<file path="config.mk">
export PLATFORM = sky130hd
export DESIGN_NAME = uart_tx
export DESIGN_NICKNAME = d
export VERILOG_FILES = /design/src/rtl/uart_tx.sv
export SDC_FILE = /design/constraint.sdc
export NUM_CORES = 1
export LEC_CHECK = 0
export ABC_CLOCK_PERIOD_IN_PS = 2950
export CAP_MARGIN = 20
export CORE_ASPECT_RATIO = 0.5
export CORE_MARGIN = 2
export CORE_UTILIZATION = 40
export DETAILED_ROUTE_END_ITERATION = 7
export SYNTH_ARGS = -nofsm -noshare
export SYNTH_HDL_FRONTEND = slang
export SYNTH_SLANG_ARGS = --single-unit
</file>
<file path="constraint.sdc">
create_clock -name clk -period 2.95 [get_ports clk]
set_clock_uncertainty 0.1 [all_clocks]
set_input_delay 0.885 -clock clk [delete_from_list [all_inputs] [get_ports clk]]
set_output_delay 0.885 -clock clk [all_outputs]
set_load 0.02 [all_outputs]
</file>
<file path="src/rtl/uart_tx.sv">
// UART transmitter: 8N1 framing, LSB first, idle-high line, fed from a
// small byte FIFO so a host can queue several bytes and get back-to-back
// frames with no idle gap between them.
module uart_tx #(
  parameter int CLKS_PER_BIT = 434,
  parameter int FIFO_DEPTH   = 4
) (
  input  logic       clk,
  input  logic       rst,
  input  logic       TxD_start,
  input  logic [7:0] TxD_data,
  output logic       TxD,
  output logic       full,
  output logic       busy,
  output logic [4:0] count,
  output logic       overflow,
  output logic       tx_done
);

  localparam int          PTR_W     = $clog2(FIFO_DEPTH);
  localparam logic [15:0] BAUD_LAST = 16'(CLKS_PER_BIT - 1);
  localparam logic [4:0]  DEPTH_C   = 5'(FIFO_DEPTH);

  typedef enum logic [1:0] {IDLE, START, DATA, STOP} state_t;

  state_t             state_q, state_d;
  logic [15:0]        baud_q, baud_d;
  logic [2:0]         bit_q, bit_d;
  logic [7:0]         shift_q, shift_d;
  logic               txd_q, txd_d;
  logic [4:0]         count_q, count_d;
  logic [PTR_W-1:0]   wr_ptr_q, wr_ptr_d;
  logic [PTR_W-1:0]   rd_ptr_q, rd_ptr_d;
  logic               ovf_q, ovf_d;
  logic [7:0]         mem_q [FIFO_DEPTH];

  logic               push;
  logic               drop;
  logic               pop;
  logic               baud_end;
  logic [7:0]         head;

  // Fullness is taken from the registered count, so a write in the same
  // cycle as a pop from a full FIFO is still refused.
  assign full     = (count_q == DEPTH_C);
  assign push     = TxD_start && !full;
  assign drop     = TxD_start && full;
  assign head     = mem_q[rd_ptr_q];
  assign baud_end = (baud_q == BAUD_LAST);

  assign TxD      = txd_q;
  assign count    = count_q;
  assign overflow = ovf_q;
  assign busy     = (state_q != IDLE) || (count_q != 5'd0);
  assign tx_done  = (state_q == STOP) && baud_end;

  // Frame sequencer: next state, baud/bit counters, shift register, line level.
  always_comb begin
    state_d = state_q;
    baud_d  = baud_q;
    bit_d   = bit_q;
    shift_d = shift_q;
    txd_d   = txd_q;
    pop     = 1'b0;
    case (state_q)
      IDLE: begin
        txd_d  = 1'b1;
        baud_d = 16'd0;
        bit_d  = 3'd0;
        if (count_q != 5'd0) begin
          pop     = 1'b1;
          shift_d = head;
          txd_d   = 1'b0;
          state_d = START;
        end
      end
      START: begin
        if (baud_end) begin
          baud_d  = 16'd0;
          bit_d   = 3'd0;
          txd_d   = shift_q[0];
          state_d = DATA;
        end else begin
          baud_d = baud_q + 16'd1;
        end
      end
      DATA: begin
        if (baud_end) begin
          baud_d = 16'd0;
          if (bit_q == 3'd7) begin
            txd_d   = 1'b1;
            state_d = STOP;
          end else begin
            bit_d = bit_q + 3'd1;
            txd_d = shift_q[bit_q + 3'd1];
          end
        end else begin
          baud_d = baud_q + 16'd1;
        end
      end
      STOP: begin
        if (baud_end) begin
          baud_d = 16'd0;
          bit_d  = 3'd0;
          // Chain straight into the next frame when bytes are waiting.
          if (count_q != 5'd0) begin
            pop     = 1'b1;
            shift_d = head;
            txd_d   = 1'b0;
            state_d = START;
          end else begin
            txd_d   = 1'b1;
            state_d = IDLE;
          end
        end else begin
          baud_d = baud_q + 16'd1;
        end
      end
      default: begin
        txd_d   = 1'b1;
        baud_d  = 16'd0;
        bit_d   = 3'd0;
        state_d = IDLE;
      end
    endcase
  end

  // FIFO bookkeeping: pointers, occupancy and the sticky overflow flag.
  always_comb begin
    wr_ptr_d = wr_ptr_q;
    rd_ptr_d = rd_ptr_q;
    count_d  = count_q;
    ovf_d    = ovf_q;
    if (push) begin
      wr_ptr_d = wr_ptr_q + PTR_W'(1);
    end
    if (pop) begin
      rd_ptr_d = rd_ptr_q + PTR_W'(1);
    end
    if (push && !pop) begin
      count_d = count_q + 5'd1;
    end else if (pop && !push) begin
      count_d = count_q - 5'd1;
    end
    if (drop) begin
      ovf_d = 1'b1;
    end
  end

  // Control registers; reset aborts any frame and flushes the FIFO.
  always_ff @(posedge clk) begin
    if (rst) begin
      state_q  <= IDLE;
      baud_q   <= 16'd0;
      bit_q    <= 3'd0;
      txd_q    <= 1'b1;
      count_q  <= 5'd0;
      wr_ptr_q <= '0;
      rd_ptr_q <= '0;
      ovf_q    <= 1'b0;
    end else begin
      state_q  <= state_d;
      baud_q   <= baud_d;
      bit_q    <= bit_d;
      txd_q    <= txd_d;
      count_q  <= count_d;
      wr_ptr_q <= wr_ptr_d;
      rd_ptr_q <= rd_ptr_d;
      ovf_q    <= ovf_d;
    end
  end

  // Data storage; contents are only meaningful behind valid pointers/count.
  always_ff @(posedge clk) begin
    shift_q <= shift_d;
    if (push && !rst) begin
      mem_q[wr_ptr_q] <= TxD_data;
    end
  end

endmodule

</file>
* Word-level counts from Yosys, hierarchy flattened
Memory sizes are Yosys's and may differ from the RTL's. A register that Yosys moved wholly into a read port is not among the register bits.
Cells that the tools add are included.
** Cells by class
- Add/sub/neg operators :: 6
- Order comparisons :: 1
- Eq/ne operators :: 13
- Muxes and demuxes :: 33
- Reduce and logical (&&, ||, !) cells :: 22
** Operators by type and width (number)
- one-hot mux 16 bit (2 select lines) :: 1
- adder 16 x 1 -> 16 bit, second input constant :: 1
- == test 16 x 9 -> 1 bit, second input constant :: 1
- 2-to-1 mux 16 bit :: 1
- 2-to-1 mux 8 bit :: 2
- one-hot mux 8 bit (2 select lines) :: 1
- 2-to-1 mux 2 bit :: 7
- inequality test 2 bit, second input constant :: 6
- 2-to-1 mux 1 bit :: 11
- 2-to-1 mux 5 bit :: 2
- 2-to-1 mux 3 bit :: 3
- one-hot mux 3 bit (3 select lines) :: 1
- one-hot mux 2 bit (4 select lines) :: 1
- logical AND 1 bit :: 6
- AND reduction 3 bit :: 2
- nonzero test 2 bit :: 3
- adder 5 x 1 -> 5 bit, second input constant :: 1
- == test 5 x 3 -> 1 bit, second input constant :: 1
- AND reduction 5 bit :: 1
- nonzero test 5 bit :: 1
- subtractor 5 x 1 -> 5 bit, second input constant :: 1
- adder 2 x 1 -> 2 bit, second input constant :: 2
- == test 2 bit, second input constant :: 2
- zero test 1 bit :: 4
- other kinds (13) :: 13
** Word-level totals
- Register bits :: 40
- Bits in writable memories :: 32
- Input port bits :: 11
- Output and inout bits :: 10
- Word-level logic and storage cells :: 85
- Memories :: 1
** Memory list
- mem_q :: depth 4, bits a word 8, rd ports 1, clocked after memory_dff 1, wr ports 1, RTL line 35 : logic [7:0] mem_q [FIFO_DEPTH];

* Logic depth before layout (Yosys ltp)
Gate-level depths: netlist of the first run.
- Depth after elaboration :: 7
- Gate-level depth with buffers :: 14
- Mapped depth without buffers :: 14

* Least setup slack after synthesis of the first run
Ideal clock, no wire load.
- Path type :: register -> register
- Start :: reg baud_q[0]
- End :: reg count_q[4], in the netlist count[4]
- Library setup time :: 0.070 ns
- Arrival time :: 3.086 ns
- Required time :: 2.780 ns
- Path slack :: -0.306 ns
- Cell stages (with the launch flop) :: 14
- Buffers on the path :: 0
- Clock period less this slack :: 3.256 ns
- Path through :: dfxtp_1 ha_1 or3b_2 nor4_4 and2_4 o21ai_4 ha_1 inv_1 ha_1 a21o_1 a21oi_1 xnor2_1 or3_1 a21oi_1
** On the way
- Longest elaborated chain between the ends :: 6
- Elaborated cells between the ends (all ways) :: 8
- Classes of those cells :: eq/ne (1); mux (3); reduce/logical (4)
** RTL lines
- from (decl) :: RTL line 27 : logic [15:0] baud_q, baud_d;
- from (signal assigned) :: RTL line 163 : baud_q <= baud_d;
- == test 16 x 9 -> 1 bit (*) :: RTL line 49 : assign baud_end = (baud_q == BAUD_LAST);
- 2-to-1 mux 1 bit (*) :: RTL line 102 : if (baud_end) begin
- one-hot mux 1 bit (2 select lines) (*) :: RTL line 65 : case (state_q)
- zero test 1 bit :: RTL line 140 : if (push && !pop) begin
- logical AND 1 bit :: RTL line 140
- 2-to-1 mux 5 bit / nonzero test 2 bit (equally long branches)
- to (signal assigned) :: RTL line 166 : count_q <= count_d;
- to (decl) :: RTL line 31 : logic [4:0] count_q, count_d;
Every way passes the cells marked *; elsewhere a longest branch is shown, timed or not.
A chain may end at the register's enable or synchronous reset.

* Final worst setup path of the first run
- Start :: reg baud_q[1]
- End :: reg count_q[4], in the netlist count[4]
The elaborated chain is that of the path after synthesis.

==> summary.txt, run 1 <==
Timing
  • Final Hold Viols: 0
  • Rel. slew slack: 0.632
  • Final Max Tran Viols: 0
  • Least-Margin Pin Slew: around 550 ps
  • Final worst path period share: 0.982
  • Final min period: 2900 ps
  • RSZ-0062 raised after global routing: true
  • Setup violations, final: 0
  • F_max: 345 MHz

Critical path
  • Crit. End Element: flip-flop
  • Critical Path Fanout Max: 4
  • Cell Chain, Critical Path: inv_2 -> ha_4 -> or3b_4 -> nor4_4 -> and2_4 -> o21ai_4 -> ha_4 -> inv_4 -> ha_4 -> a21o_1 -> a21oi_2 -> xnor2_1 -> or3_1 -> a21oi_1
  • Worst Setup SP: baud_q[1]
  • Startpoint type of the worst setup path: flip-flop
  • Most used cell, CP: ha_4
  • Reg2reg start: baud_q[1]
  • Worst EP arrival: 3070 ps
  • Critical path buffers and inverters: 2
  • Required time worst endpoint: between 3000 and 4000 ps
  • Top delay family on crit path: simple AND/OR/NAND/NOR gates
  • Crit Path Class: flip-flop to flip-flop
  • Max incr delay on CP: about 380 ps
  • CP max-delay cell: or3b_4

Global route
  • First-pass GRT wire length: around 9.8 mm
  • Largest net degree at the start of global routing: 17
  • Initial antenna violation count: 0
  • Remaining global-route overflow: 0
  • Global Route Usage Sum: 0.149
  • Vias in the first global route: between 2000 and 2500
  • Busiest grt layer: met2
  • M2 GR Usage: 0.267
  • GR met3 Demand/Resource: 0.0593
  • Met1 usage: 0.165

Floorplan
  • FP Rows: 23
  • Die area: a little under 9000 µm²
  • Die Y: 67.8 µm
  • Chip width: ~130 µm
  • Boundary pin count: 21
  • Initial cell density of the core: 0.410
  • Core Area: 7940 µm²

Clock network
  • CTS H-tree lvls: 3
  • Clk pin slew, worst setup/hold paths: 60 ps
  • Clk buf depth: 2
  • Worst-skew pair later-pin latency: 340 ps
  • Post-CTS setup buffers: 0
  • Sink Count: 74
  • Hold-fix buffers, CTS: 0
  • Num CTS Buffers: 9
  • Root buf cell: clkbuf_16
  • CTS tree: yes

Placement
  • Placer congestion estimate: 0.784
  • DP HPWL: 4.27 mm
  • Port buffer count: 20
  • DP Cell Count: 405

Min path
  • Hold path start: TxD
  • Hold Crit Class: flip-flop to flip-flop

Synthesis
  • Post-synth EDFFs: 40
  • Sequential cell area fraction in the yosys report: 0.578
  • Flops & latches, synth: between 70 and 80
  • Leading area contributor after synthesis: edfxtp_1
  • Post-synth design cell area: between 3000 and 4000 µm²
  • Count leader, synth: edfxtp_1
  • Synth top area share: 0.369
  • Synth Instances: 256
  • Yosys warnings: 0
  • Synth cell count leaders: edfxtp_1, dfxtp_1, nor2_1
  • Dominant synthesized flop cell: edfxtp_1
  • Syn nets: 285
  • Asr flop ratio synth: 0
  • Syn_area_per_cell: 12.7 µm²
  • Synth top area cells: edfxtp_1, dfxtp_1, ha_1, mux4_2, nor2_1
  • Yosys cell types: 50

Route
  • # DRC: 0
  • Avg WL per Cell: around 14 µm
  • Vias after detailed routing: 2005
  • Vias per cell: 4.77
  • Drt pass-1 iters: 4
  • Initial DRC count: 62
  • Routed WL: approximately 6 mm
  • DRT antenna net count: 0

Cells and area
  • Final non-filler cell total: between 400 and 500
  • Nets: 332
  • Area growth, synth to finish: 25.8%
  • End-of-flow core utilization: 0.516
  • ANT cells: 0
  • Share of cells above drive strength 1: 0.227

Flow run
  • Max-cap violation count: 0

Power and ir drop
  • Maximum VDD drop: approximately 0.41 mV
  • Pwr Density: 954 nW/µm²
  • Leak: 1.51 nW

Outcome
  • Status: finished clean
==> worst register-to-register path, cell delays in order, from the launching register on <==
cell and delay (ps):
dfxtp_2 320, inv_2 60, ha_4 110, or3b_4 380
nor4_4 310, and2_4 230, o21ai_4 80, ha_4 180
inv_4 80, ha_4 200, a21o_1 160, a21oi_2 130
xnor2_1 80, or3_1 300, a21oi_1 120
==> flip-flops by register name, summed over array words and instances, names as in the netlist, named ones only <==
name,cells
overflow,1
baud_q,16
wr_ptr_q,2
shift_q,8
bit_q,3
state_q,2
mem_q,32
rd_ptr_q,2
count,5
TxD,1
==> cell type report <==
cell class                 instances  area (µm²)
fill                             704        3840
sequential                        74        1880
multi-input combinational        164        1350
timing repair buffer              43         375
clock buffer                       9         225
tap                              112         140
clock inverter                     7        83.8
inverter                          11        43.8
==> metal layers <==
| metal | share of wire | vias to the layer above |
|---|---|---|
| li1 | - | 1014 |
| met1 | 0.46 | 962 |
| met2 | 0.49 | 18 |
| met3 | 0.031 | 11 |
| met4 | 0.018 | 0 |
| met5 | 0 | - |
==> stage by stage <==
step | hold WS [ps] | setup WS (ps) | setup TNS [ps] | area (µm²) | total power, mW
floorplan | 323 | -0.416 | -0.416 | 3290 | 2.33
global placement | 349 | -94.3 | -145 | 3770 | 2.76
detailed placement | 358 | -179 | -256 | 3770 | 2.81
CTS | 370 | 5.02 | 0 | 4070 | 3.94
global route | 394 | -99.9 | -112 | 4100 | 4.15
finish | 369 | 51.9 | 0 | 4100 | 3.91
==> cell usage in the layout (no fill, tap or decap), drive strengths merged, types with 2 or more instances in the layout <==
cell           count
or3b               2
xnor2              9
mux2i              5
a21oi             11
xor2              10
ha                17
mux2               3
nor2b              2
clkbuf             9
mux4               9
dfxtp             34
a31oi              2
nor3               3
or4                2
or3                2
nand4              5
nor4               2
edfxtp            40
buf               24
and2               7
nand2             11
nand3              8
a21o               2
nor2              35
o21ai              6
inv               15
clkdlybuf4s50     17
==> final timing paths <==
path	endpoint	slack (ps)	cells past startpoint
worst max-delay path	count[4]	50	14
worst min register to register	TxD	370	1
worst max register to register	count[4]	50	14
worst min-delay path	TxD	370	1
==> logic make-up after synthesis <==
kind of cell               share of synthesized area
xor gates and xnor gates                      0.0511
buffers and inverters                         0.0269
and+or+nand+nor                                0.136
DFF                                            0.578
AOI/OAI and AO/OA                             0.0492
adders and majority gates                     0.0715
muxes                                         0.0880
==> power by group <==
| part | internal [mW] | switching [mW] | total, mW |
|---|---|---|---|
| Combinational | 0.697 | 0.666 | 1.36 |
| Sequential | 1.29 | 0.124 | 1.42 |
| Clock | 0.671 | 0.458 | 1.13 |
==> what timing repair did <==
action | 4_1_cts | 5_1_grt
pin swaps | 6 | 5
endpoints found under the setup margin | 4 | 3
resized for setup | 6 | 8
hold endpoints to repair | 0 | 0
(Power assumes the default switching activity.)
==> run 2: changes to the inputs <==
--- a/config.mk
+++ b/config.mk
@@ -5,6 +5,7 @@
 export SDC_FILE = /design/constraint.sdc
 export NUM_CORES = 1
 export LEC_CHECK = 0
+export ABC_AREA = 1
 export ABC_CLOCK_PERIOD_IN_PS = 2950
 export CAP_MARGIN = 20
 export CORE_ASPECT_RATIO = 0.5
==> summary.txt, run 2 <==
Synthesis
  • Yosys warnings: 0
  • Dominant synthesized flop cell: edfxtp_1
  • Syn_area_per_cell: about 9.4 µm²
  • Syn nets: 389
  • Flops & latches, synth: 74
  • Synth cell count leaders: inv_1, nand2_1, nor2_1
  • Asr flop ratio synth: 0
  • Count leader, synth: inv_1
  • Synth Instances: 360
  • Leading area contributor after synthesis: edfxtp_1
  • Synth top area cells: edfxtp_1, dfxtp_1, ha_1, inv_1, nand2_1
  • Yosys cell types: 33
  • Post-synth design cell area: 3390 µm²
  • Post-synth EDFFs: 40
  • Sequential cell area fraction in the yosys report: 0.556
  • Synth top area share: 0.355

Flow run
  • Max-cap violation count: 0

Critical path
  • Required time worst endpoint: roughly 2000 ps
  • R2R Setup Slk: ~330 ps
  • Worst EP arrival: 1730 ps
  • Startpoint type of the worst setup path: flip-flop
  • Critical Path Fanout Max: 6
  • CP max-delay cell: clkdlybuf4s50_1
  • Max incr delay on CP: 610 ps
  • Crit. End Element: output port
  • Crit Path Class: flip-flop to output port
  • RR Endpoint: count[4]
  • Reg2reg start: state_q[0]
  • Worst r2r path cells: 15
  • Cell Chain, Critical Path: nor2_1 -> nand4_1 -> inv_1 -> clkdlybuf4s50_1

Min path
  • Hold EP: overflow
  • Hold path start: overflow
  • Hold Crit Class: flip-flop to flip-flop
  • Worst Hold Depth: 2

Cells and area
  • Top Registers: mem_q: 32 flops, baud_q: 16 flops, shift_q: 8 flops
  • Nets: 423
  • Max FFs per register: 32
  • Share of cells above drive strength 1: 0.105
  • Area growth, synth to finish: 20.4%
  • Top reg by flops: mem_q
  • Most common cell after layout, fill and taps aside: inv_1
  • ANT cells: 0
  • Most frequent cells in the layout: inv_1, nand2_1, nor2_1, edfxtp_1, dfxtp_1

Timing
  • Setup WS post-layout: 231 ps
  • F_max: around 370 MHz
  • RSZ-0062 raised after global routing: false
  • Least-Margin Pin Slew: about 550 ps
  • Rel. slew slack: 0.636
  • Final min period: 2720 ps
  • Setup violations, final: 0
  • Final Max Tran Viols: 0
  • Final Hold Viols: 0
  • Final worst path period share: 0.922

Clock network
  • Worst-skew pair later-pin latency: 330 ps
  • Sink Count: 74
  • CTS tree: yes
  • Clk buf depth: 2
  • Root buf cell: clkbuf_16
  • Post-CTS setup buffers: 0
  • CTS H-tree lvls: 3
  • Hold-fix buffers, CTS: 0
  • Clk pin slew, worst setup/hold paths: 60 ps
  • Num CTS Buffers: 9

Route
  • # DRC: 0
  • Initial DRC count: 124
  • DRT antenna net count: 0
  • Vias per cell: 4.90
  • Drt pass-1 iters: 4
  • Vias after detailed routing: 2505
  • Routed WL: 6.30 mm
  • Avg WL per Cell: 12.3 µm

Outcome
  • Status: finished clean

Global route
  • First-pass GRT wire length: 11.2 mm
  • Initial antenna violation count: 0
  • Remaining global-route overflow: 0
  • Global Route Usage Sum: 0.154
  • Vias in the first global route: between 2000 and 2500
  • Largest net degree at the start of global routing: 18

Floorplan
  • Die area: 9260 µm²
  • FP Rows: 23
  • Boundary pin count: 21
  • Chip width: 134 µm
  • Initial cell density of the core: 0.417
  • Core Area: between 8000 and 9000 µm²
  • Die Y: 69.1 µm

Placement
  • DP HPWL: 4.47 mm
  • Placer congestion estimate: around 0.85
  • Port buffer count: 20
  • DP Worst Slack: -49.7 ps

Power and ir drop
  • Pwr Density: 935 nW/µm²
  • Leak: 1.63 nW
  • Maximum VDD drop: 0.404 mV
  • Total power: 3.81 mW
[run 2: changes by cell type after synthesis, sizes merged, moves of 6 or more]
cell   change
and2       -7
nand3     +18
nand2     +44
a21oi     +13
o21ai     +21
inv       +43
xnor2      -6
nor2      +11
o22ai      +8
mux4       -9
[run 2: stage by stage]
stage | hold WS (ps) | setup TNS [ps] | instances | instance area (µm²) | util
CTS | 357 | 0 | 511 | 4070 | 0.501
finish | 350 | 0 | 511 | 4080 | 0.502
floorplan | 343 | 0 | 360 | 3390 | -
global route | 389 | 0 | 511 | 4080 | 0.502
detailed placement | 349 | -49.7 | 495 | 3760 | 0.463
global placement | 337 | 0 | 495 | 3760 | 0.463
[run 2: area by class of cell]
class / instances / area (µm²)
fill: 734 / 4040
sequential: 74 / 1880
multi-input combinational: 227 / 1280
clock buffer: 12 / 256
timing repair buffer: 27 / 254
inverter: 55 / 208
tap: 112 / 140
clock inverter: 4 / 51.3
[run 2: worst max-delay path by stage]
stage,start,to,slack (ps),cells past startpoint
after floorplan,TxD_start,count[4],570,11
after global placement,TxD_start,count[4],50,12
after detailed placement,TxD_start,count[4],-50,12
after CTS,count[0],busy,60,5
after global routing,state_q[0],count[4],20,15
final,count[0],full,230,4
[run 2: kinds of logic after synthesis]
logic type | after synthesis | share of synthesized area
compound gates | 61 | 0.0957
xor+xnor | 8 | 0.0207
fa+ha+maj | 18 | 0.0687
buf+inv | 59 | 0.0669
flops | 74 | 0.556
simple gates | 140 | 0.192
[run 2: report_power, final]
part | switching [mW] | leakage, nW | internal [mW]
registers | 0.149 | 0.646 | 1.31
clock network | 0.405 | 0.149 | 0.700
logic | 0.761 | 0.833 | 0.489
[run 2: worst max-delay path: cells and delay by family (launching register included)]
family | cells | cell delay [ps]
buffers and inverters | 2 | 720
DFF | 1 | 370
and+or+nand+nor | 2 | 310
[run 2: repair_timing]
item	4_1_cts	5_1_grt
resized for setup	1	3
pin swaps	0	1
endpoints found under the setup margin	1	2
[run 2: routing by layer]
metal,vias to the layer above,GRT usage,share of wire,wire length (µm)
li1,1270,-,-,-
met1,1173,0.188,0.46,2890
met2,49,0.247,0.47,2990
met3,13,0.0508,0.044,276
met4,0,0.0713,0.023,144
met5,-,0,0,0
